### src/rtl/farm_sensor_monitor.sv
// Multi-channel sensor threshold monitor: per-channel debounced alerts with hysteresis,
// aggregated alert level / harvest alert, and sticky per-channel sample-timeout faults.
module farm_sensor_monitor #(
  parameter int NUM_CH     = 4,
  parameter int DATA_W     = 8,
  parameter int DEBOUNCE   = 4,
  parameter int HYST       = 4,
  parameter int THRESH_RST = 128,
  parameter int TIMEOUT    = 64,
  parameter int ALERT_MIN  = 2,
  localparam int CH_W      = (NUM_CH > 1) ? $clog2(NUM_CH) : 1
) (
  input  logic              clk,
  input  logic              rst_n,
  input  logic              sample_valid,
  input  logic [CH_W-1:0]   sample_ch,
  input  logic [DATA_W-1:0] sample_data,
  input  logic              cfg_we,
  input  logic [CH_W-1:0]   cfg_ch,
  input  logic [DATA_W-1:0] cfg_thresh,
  input  logic              mode_below,
  input  logic              fault_clr,
  output logic [NUM_CH-1:0] alert_ch,
  output logic [2:0]        alert_level,
  output logic              harvest_alert,
  output logic [NUM_CH-1:0] fault_ch,
  output logic              fault
);

  localparam int CNT_W = 4;
  localparam int WD_W  = $clog2(TIMEOUT + 1);
  localparam int CMP_W = DATA_W + 2;
  localparam logic [CH_W:0]  CH_LIM  = (CH_W + 1)'(NUM_CH);
  localparam logic [WD_W-1:0] WD_MAX = WD_W'(TIMEOUT);

  logic [DATA_W-1:0] thresh [NUM_CH];
  logic [CNT_W-1:0]  cnt    [NUM_CH];
  logic [WD_W-1:0]   wd     [NUM_CH];
  logic              mode_prev;

  logic              sample_ok, cfg_ok, mode_chg;
  logic [CMP_W-1:0]  x_w, t_w, h_w;
  logic              trip_hit, rel_hit, qual, deb_hit;
  logic [CNT_W-1:0]  cnt_base, cnt_inc;
  logic [3:0]        ones;
  logic [2:0]        level_sat;
  logic              harvest_next;

  assign sample_ok = sample_valid && ({1'b0, sample_ch} < CH_LIM);
  assign cfg_ok    = cfg_we && ({1'b0, cfg_ch} < CH_LIM);
  assign mode_chg  = mode_below != mode_prev;

  // Widened compare: x + HYST < T and x > T + HYST give the saturating band edges for free.
  assign x_w      = CMP_W'(sample_data);
  assign t_w      = CMP_W'(thresh[sample_ch]);
  assign h_w      = CMP_W'(HYST);
  assign trip_hit = mode_below ? (x_w < t_w) : (x_w > t_w);
  assign rel_hit  = mode_below ? (x_w > t_w + h_w) : (x_w + h_w < t_w);

  assign qual     = alert_ch[sample_ch] ? rel_hit : trip_hit;
  assign cnt_base = mode_chg ? '0 : cnt[sample_ch];
  assign cnt_inc  = cnt_base + CNT_W'(1);
  assign deb_hit  = qual && (cnt_inc == CNT_W'(DEBOUNCE));

  // NOTE: every variable written in always_comb gets a default first, so no latch is inferred.
  always_comb begin
    ones = '0;
    for (int c = 0; c < NUM_CH; c++) ones = ones + 4'(alert_ch[c]);
  end

  assign level_sat    = (ones > 4'd7) ? 3'd7 : ones[2:0];
  assign harvest_next = {1'b0, level_sat} >= 4'(ALERT_MIN);

  // NOTE: state uses non-blocking assignments only; the threshold array is reset, so it maps to flops, not RAM.
  always_ff @(posedge clk or negedge rst_n) begin
    if (!rst_n) begin
      for (int c = 0; c < NUM_CH; c++) begin
        thresh[c] <= DATA_W'(THRESH_RST);
        cnt[c]    <= '0;
        wd[c]     <= '0;
      end
      alert_ch      <= '0;
      fault_ch      <= '0;
      mode_prev     <= 1'b0;
      alert_level   <= '0;
      harvest_alert <= 1'b0;
      fault         <= 1'b0;
    end else begin
      mode_prev     <= mode_below;
      alert_level   <= level_sat;
      harvest_alert <= harvest_next;
      fault         <= |fault_ch;

      if (cfg_ok) thresh[cfg_ch] <= cfg_thresh;

      for (int c = 0; c < NUM_CH; c++) begin
        if (sample_ok && (sample_ch == CH_W'(c))) begin
          if (!qual) begin
            cnt[c] <= '0;
          end else if (deb_hit) begin
            cnt[c]      <= '0;
            alert_ch[c] <= ~alert_ch[c];
          end else begin
            cnt[c] <= cnt_inc;
          end
        end else if (mode_chg) begin
          cnt[c] <= '0;
        end

        // Clear beats both the sample restart and a simultaneous timeout.
        if (fault_clr) begin
          wd[c]       <= '0;
          fault_ch[c] <= 1'b0;
        end else if (sample_ok && (sample_ch == CH_W'(c))) begin
          wd[c] <= '0;
        end else if (wd[c] != WD_MAX) begin
          wd[c] <= wd[c] + WD_W'(1);
          if (wd[c] + WD_W'(1) == WD_MAX) fault_ch[c] <= 1'b1;
        end
      end
    end
  end

endmodule

### config.mk
export PLATFORM = sky130hd
export DESIGN_NAME = farm_sensor_monitor
export DESIGN_NICKNAME = d
export VERILOG_FILES = /design/src/rtl/farm_sensor_monitor.sv
export SDC_FILE = /design/constraint.sdc
export NUM_CORES = 1
export LEC_CHECK = 0
export ABC_CLOCK_PERIOD_IN_PS = 6100
export BUFFER_PORTS_ARGS = -buffer_cell sky130_fd_sc_hd__buf_2
export CELL_PAD_IN_SITES_DETAIL_PLACEMENT = 0
export CELL_PAD_IN_SITES_GLOBAL_PLACEMENT = 1
export CORE_ASPECT_RATIO = 0.6
export CORE_MARGIN = 5
export CORE_UTILIZATION = 49
export DETAILED_ROUTE_END_ITERATION = 12
export MAX_ROUTING_LAYER = met4
export PLACE_DENSITY_LB_ADDON = 0.1
export SLEW_MARGIN = 25
export SYNTH_ARGS = -nofsm -noshare
export SYNTH_HDL_FRONTEND = slang
export SYNTH_SLANG_ARGS = --single-unit
### constraint.sdc
create_clock -name clk -period 6.1 [get_ports clk]
set_input_delay 0.915 -clock clk [delete_from_list [all_inputs] [get_ports clk]]
set_output_delay 0.915 -clock clk [all_outputs]
set_load 0.02 [all_outputs]
==> results of run 1 <==
## cells by family (layout without fill, tap and decap cells)
| family | after synthesis | after routing | synth area share (%) |
|---|---|---|---|
| mux | 52 | 52 | 14.0 |
| buf+inv | 46 | 92 | 3.56 |
| xor+xnor | 32 | 32 | 5.47 |
| compound gates | 64 | 64 | 9.18 |
| simple gates | 145 | 145 | 14.8 |
| flops | 90 | 90 | 44.0 |
| fa+ha+maj | 36 | 36 | 8.93 |
## routing by layer
| metal | vias up | global-route usage (%) | wire [um] |
|---|---|---|---|
| li1 | 1752 | - | - |
| met1 | 1828 | 30.5 | 6150 |
| met2 | 71 | 26.8 | 4590 |
| met3 | 7 | 5.56 | 536 |
| met4 | 0 | 3.92 | 82 |
| met5 | - | - | 0 |
## state kept, by name (all words and copies together), names as in the netlist
register / cells
fault_ch: 4
alert_ch: 4
mode_prev: 1
fault: 1
thresh: 32
cnt: 16
alert_level: 3
wd: 28
harvest_alert: 1
## cell usage in the layout, fill, tap and decap left out, drive strengths merged, types with 12 or more instances in the layout
cell | netlist | routed
a21oi | 16 | 16
xor2 | 13 | 13
buf | 4 | 41
mux4 | 12 | 12
nand3 | 19 | 19
ha | 35 | 35
nand2 | 29 | 29
xnor2 | 19 | 19
o21ai | 16 | 16
nor2 | 38 | 38
inv | 35 | 36
mux2 | 33 | 33
nor3 | 16 | 16
dfrtp | 86 | 86
## where the power goes
part	leakage (nW)	internal, mW	switching [mW]
logic	1.28	0.145	0.178
clock network	0.152	0.363	0.231
registers	1.14	0.650	0.0299
total	2.57	1.16	0.439
## worst max-delay path, delay by kind of cell
family	cells	cell delay (ps)
multiplexers	1	610
AND/OR/NAND/NOR	5	1210
XOR/XNOR	2	220
buffers and inverters	1	460
AO/OA/AOI/OAI	4	520
adder cells (fa/ha/maj)	2	580
## cell type report
| type | instances | area, sq um |
|---|---|---|
| Clock buffer | 11 | 233 |
| Clock inverter | 5 | 87.6 |
| Fill cell | 894 | 4240 |
| Inverter | 35 | 131 |
| Multi-Input combinational cell | 329 | 2690 |
| Sequential cell | 90 | 2260 |
| Tap cell | 135 | 169 |
| Timing Repair Buffer | 41 | 215 |
## cell usage after synthesis, types with 6 or more instances
| cell | count |
|---|---|
| nand3_1 | 18 |
| nor3_1 | 16 |
| a21oi_1 | 16 |
| xor2_1 | 13 |
| clkbuf_1 | 7 |
| xnor2_1 | 19 |
| a32o_1 | 8 |
| ha_1 | 35 |
| nand2_1 | 29 |
| o21ai_0 | 13 |
| mux2i_1 | 7 |
| dfrtp_1 | 86 |
| nor2_1 | 38 |
| mux2_2 | 33 |
| inv_1 | 35 |
| nand4_1 | 6 |
| mux4_2 | 10 |
## per-stage QoR
step | hold WS (ps) | setup slack [ps] | utilization [%]
floorplan | 450 | 2050 | -
global placement | 469 | 1660 | 54.5
detailed placement | 476 | 1490 | 54.5
CTS | 487 | 1840 | 57.7
global route | 499 | 1580 | 57.7
finish | 484 | 1830 | 57.7
## worst min path at each step
| stage | startpoint | to | slack (ps) | cells past startpoint |
|---|---|---|---|---|
| 6_report | fault_ch[2] | fault | 480 | 1 |
| 5_1_grt | cnt[12] | cnt[12] | 500 | 1 |
| 4_1_cts | fault_ch[1] | fault | 490 | 1 |
| 3_5_place_dp | fault_ch[1] | fault | 480 | 1 |
| 3_3_place_gp | cnt[12] | cnt[12] | 470 | 1 |
| 2_1_floorplan | cnt[6] | cnt[6] | 450 | 2 |
==> impl_metrics.json, run 1 <==
{
  "min_path_type": "reg2reg",
  "worstSetupEndpoint": "alert_ch[1]",
  "drive_above_1_share_pct": 22.1,
  "track_usage_pct": 20.1,
  "synthDistinctLibCells": 57,
  "finalClockSkew_ps": 7.70,
  "powerDensity_nw_per_um2": 276,
  "fmax_mhz": 234,
  "hold_violations": 0,
  "viasPerCell": 5.66,
  "crit_path_start_kind": "input port",
  "worstPathArrival_ps": 4540,
  "synth_edf_count": 0,
  "synthArstFlopShare_pct": 100,
  "peakVddDrop_v": 0.000165,
  "p_total_mw": 1.60,
  "postCtsSetupRepairBufs": 0,
  "ys_ff_latch": 90,
  "setup_viol": 0,
  "avgSynthCellArea_sq_um": 11.0,
  "cts_tree": "done",
  "period_minus_slack_ps": 4270,
  "finalSetupTns_ps": 0,
  "synthTopCellsByArea": "dfrtp_1 42%, ha_1 8.5%, mux2_2 7.2%",
  "cts_hold_buf": 0,
  "fin_crit_sh_pct": 70.0,
  "placed_area_sq_um": 5460,
  "routed_wirelength_um": 11400,
  "wl_per_cell_um": 17.6,
  "instances_no_fill": 646,
  "dpl.cell_count": 630,
  "crit_chain": "buf_2 > mux4_2 > ha_1 > nor2b_1 > o2bb2ai_1 > nand2_1 > xnor2_1 > ha_1 > o21ai_0 > nor2_1 > o22a_1 > a21oi_1 > or3_1 > nor4_2 > xnor2_1",
  "reg2regPathDepth": 14,
  "dp_hpwl_um": 8550,
  "clkLatencyLatePin_ps": 340,
  "slowest_delay_ps": 610,
  "gp_congestion": 0.841,
  "rsz0062_at_grt": "false",
  "numPortBuffers": 38,
  "synth_warnings": 0,
  "grt_pass1_wl_um": 19000,
  "clock-root-buffer": "clkbuf_16",
  "cts.reportedPaths.clkPinSlew_ps": 60,
  "drt_iter0_drc": 289,
  "crit_type": "in2reg",
  "grt_max_degree": 54,
  "firstDrtPassIters": 5,
  "synth_top_cell_by_area": "dfrtp_1",
  "status": "finished clean",
  "r2r_end": "alert_ch[1]",
  "syn-cell-area_sq_um": 5130,
  "drtAntennaViolNets": 0,
  "relSlewSlack_pct": 54.6,
  "crit_fanout": 22,
  "p_leak_nw": 2.57,
  "synth-main-ff-cell": "dfrtp_1",
  "start_util_pct": 51.2,
  "startpoint": "sample_ch[0]",
  "cts_resized": 0,
  "cts_max_path_buffers": 2,
  "end_kind": "flop",
  "htreeDepth": 3,
  "drc_errors": 0,
  "pin_count": 39,
  "num_rows": 28,
  "antenna_cells": 0,
  "postSynthCellCount": 465,
  "tightestPinTransition_ps": 682,
  "die-area_sq_um": 12700,
  "layout-area-overhead-vs-synth_pct": 12.7,
  "cts.sinks": 90,
  "die_y_um": 89.2,
  "critPathRequiredTime_ps": 6370,
  "num_vias": 3658,
  "nNetsFinal": 568,
  "postLayoutCellArea_sq_um": 5780,
  "grt_pass1_vias": 3615,
  "core_area_sq_um": 10000,
  "grt-ovfl-total": 0,
  "rrSetupSlack_ps": 2620,
  "cts_made_buffers": 9,
  "maxCapViolations": 0,
  "synth.net_count": 527,
  "timing.final.max_slew_violations": 0,
  "timing.rr.start": "thresh[11]",
  "die_w_um": 142,
  "synth_top_area_share_pct": 42.0,
  "crit_path_top_delay_cell": "mux4_2",
  "ys_seq_area_share_pct": 44.0,
  "antenna_found_initial": 0
}
No activity file was read; power rests on OpenSTA's default activity.
==> run 2: changes to the inputs <==
--- a/config.mk
+++ b/config.mk
@@ -5,13 +5,13 @@
 export SDC_FILE = /design/constraint.sdc
 export NUM_CORES = 1
 export LEC_CHECK = 0
-export ABC_CLOCK_PERIOD_IN_PS = 6100
+export ABC_CLOCK_PERIOD_IN_PS = 4300
 export BUFFER_PORTS_ARGS = -buffer_cell sky130_fd_sc_hd__buf_2
 export CELL_PAD_IN_SITES_DETAIL_PLACEMENT = 0
 export CELL_PAD_IN_SITES_GLOBAL_PLACEMENT = 1
 export CORE_ASPECT_RATIO = 0.6
 export CORE_MARGIN = 5
-export CORE_UTILIZATION = 49
+export CORE_UTILIZATION = 48
 export DETAILED_ROUTE_END_ITERATION = 12
 export MAX_ROUTING_LAYER = met4
 export PLACE_DENSITY_LB_ADDON = 0.1
==> constraint.sdc (replaced) <==
create_clock -name clk -period 4.3 [get_ports clk]
set_input_delay 0.645 -clock clk [delete_from_list [all_inputs] [get_ports clk]]
set_output_delay 0.645 -clock clk [all_outputs]
set_load 0.02 [all_outputs]
==> run 2 against run 1 <==
Compared with the run above: setup slack worse by 1100 ps; largest power group unchanged; largest cell class unchanged; sequential share of layout area about the same; cell count rose by 1.1%.
==> impl_metrics.json, run 2 (synthesis results as in run 1) <==
{
  "clock-root-buffer": "clkbuf_16",
  "die_w_um": 143,
  "core_area_sq_um": 10500,
  "hold_violations": 0,
  "grt_pass1_wl_um": 19300,
  "cts_max_path_buffers": 2,
  "firstDrtPassIters": 6,
  "r2r_end": "alert_ch[2]",
  "cts_resized": 0,
  "layout-area-overhead-vs-synth_pct": 12.6,
  "reg2regPathDepth": 14,
  "fillers": 936,
  "gp_congestion": 0.889,
  "largest_registers": "thresh x32, wd x28, cnt x16",
  "drt_iter0_drc": 240,
  "cts.sinks": 90,
  "clkLatencyLatePin_ps": 350,
  "crit_path_top_delay_cell": "mux4_2",
  "rrSetupSlack_ps": 900,
  "rsz0062_at_grt": "false",
  "peakVddDrop_v": 0.000193,
  "critPathRequiredTime_ps": 4570,
  "wl_per_cell_um": 17.4,
  "final_common_cell": "dfrtp_1",
  "startpoint": "sample_ch[0]",
  "pin_count": 39,
  "cts_tree": "done",
  "numPortBuffers": 38,
  "finalSetupTns_ps": 0,
  "die-area_sq_um": 12900,
  "drtAntennaViolNets": 0,
  "period_minus_slack_ps": 3580,
  "fmax_mhz": 280,
  "cpMostUsedCell": "ha_1",
  "fin_crit_sh_pct": 83.2,
  "num_vias": 3631,
  "largest_reg_flops": 32,
  "antenna_found_initial": 0,
  "crit_fanout": 5,
  "nNetsFinal": 571,
  "viasPerCell": 5.56,
  "num_rows": 29,
  "dpl.cell_count": 637,
  "routed_wirelength_um": 11300,
  "powerDensity_nw_per_um2": 378,
  "end_kind": "flop",
  "p_leak_nw": 2.57,
  "htreeDepth": 3,
  "grt_pass1_vias": 3661,
  "largest-register": "thresh",
  "final_cell_mix": "86 x dfrtp_1, 38 x nor2_1, 37 x buf_2, 35 x inv_1, 35 x ha_1",
  "finalClockSkew_ps": 11.2,
  "cp_num_buf_inv": 1,
  "drive_above_1_share_pct": 23.0,
  "setup_viol": 0,
  "instances_no_fill": 653,
  "slowest_delay_ps": 560,
  "crit_path_start_kind": "input port",
  "maxCapViolations": 0,
  "worstPathArrival_ps": 3840,
  "multi_input_area_sq_um": 2690,
  "die_y_um": 90.1,
  "status": "finished clean",
  "start_util_pct": 48.9,
  "timing.rr.start": "thresh[3]",
  "tightestPinTransition_ps": 782,
  "drc_errors": 0,
  "crit_chain": "buf_2 > mux4_2 > ha_1 > nor2b_1 > o2bb2ai_1 > nand2_1 > xnor2_1 > ha_1 > o21ai_0 > nor2_1 > o22a_1 > a21oi_1 > or3_1 > nor4_2 > xor2_1",
  "antenna_cells": 0,
  "dp_hpwl_um": 8670,
  "crit_type": "in2reg",
  "track_usage_pct": 19.2,
  "relSlewSlack_pct": 47.9,
  "cts_made_buffers": 9,
  "postCtsSetupRepairBufs": 0,
  "cts.reportedPaths.clkPinSlew_ps": 70,
  "grt-ovfl-total": 0,
  "grt_max_degree": 61,
  "timing.final.max_slew_violations": 0,
  "min_path_type": "in2async",
  "cts_hold_buf": 0,
  "cp_top_family": "simple AND/OR/NAND/NOR gates",
  "regArea_sq_um": 2260,
  "cp.depth": 15
}
## run 2: stage by stage
stage	power, mW	hold WS (ps)	cell area, sq um	setup WS (ps)	util, %
finish	2.18	361	5770	723	55.1
CTS	2.20	396	5770	712	55.1
global route	2.31	432	5770	459	55.1
global placement	1.43	471	5490	382	52.3
detailed placement	1.44	474	5490	352	52.3
floorplan	1.29	349	5130	518	-
## run 2: final cells by class
cell class                 count  area share [%]
sequential                    90            39.1
timing repair buffer          44            4.12
inverter                      35            2.28
tap                          139            3.01
clock buffer                   9            3.90
multi-input combinational    329            46.5
clock inverter                 7            1.06
## run 2: worst max path at each step
stage | to
finish | alert_ch[2]
global route | alert_ch[2]
CTS | alert_ch[2]
detailed placement | alert_ch[2]
global placement | alert_ch[2]
floorplan | alert_ch[2]
## run 2: power by group
group          internal [mW]  switching [mW]
clock network          0.403           0.358
logic                  0.208           0.247
registers              0.922          0.0450
total                   1.53           0.650
## run 2: metal layers
layer  routed length [um]  GRT usage (%)  vias to the layer above
met5                    0              -                        -
met4                  144           4.55                        0
met3                  465           4.56                       13
met2                 4570           24.9                       71
met1                 6160           29.9                     1782
li1                     -              -                     1765
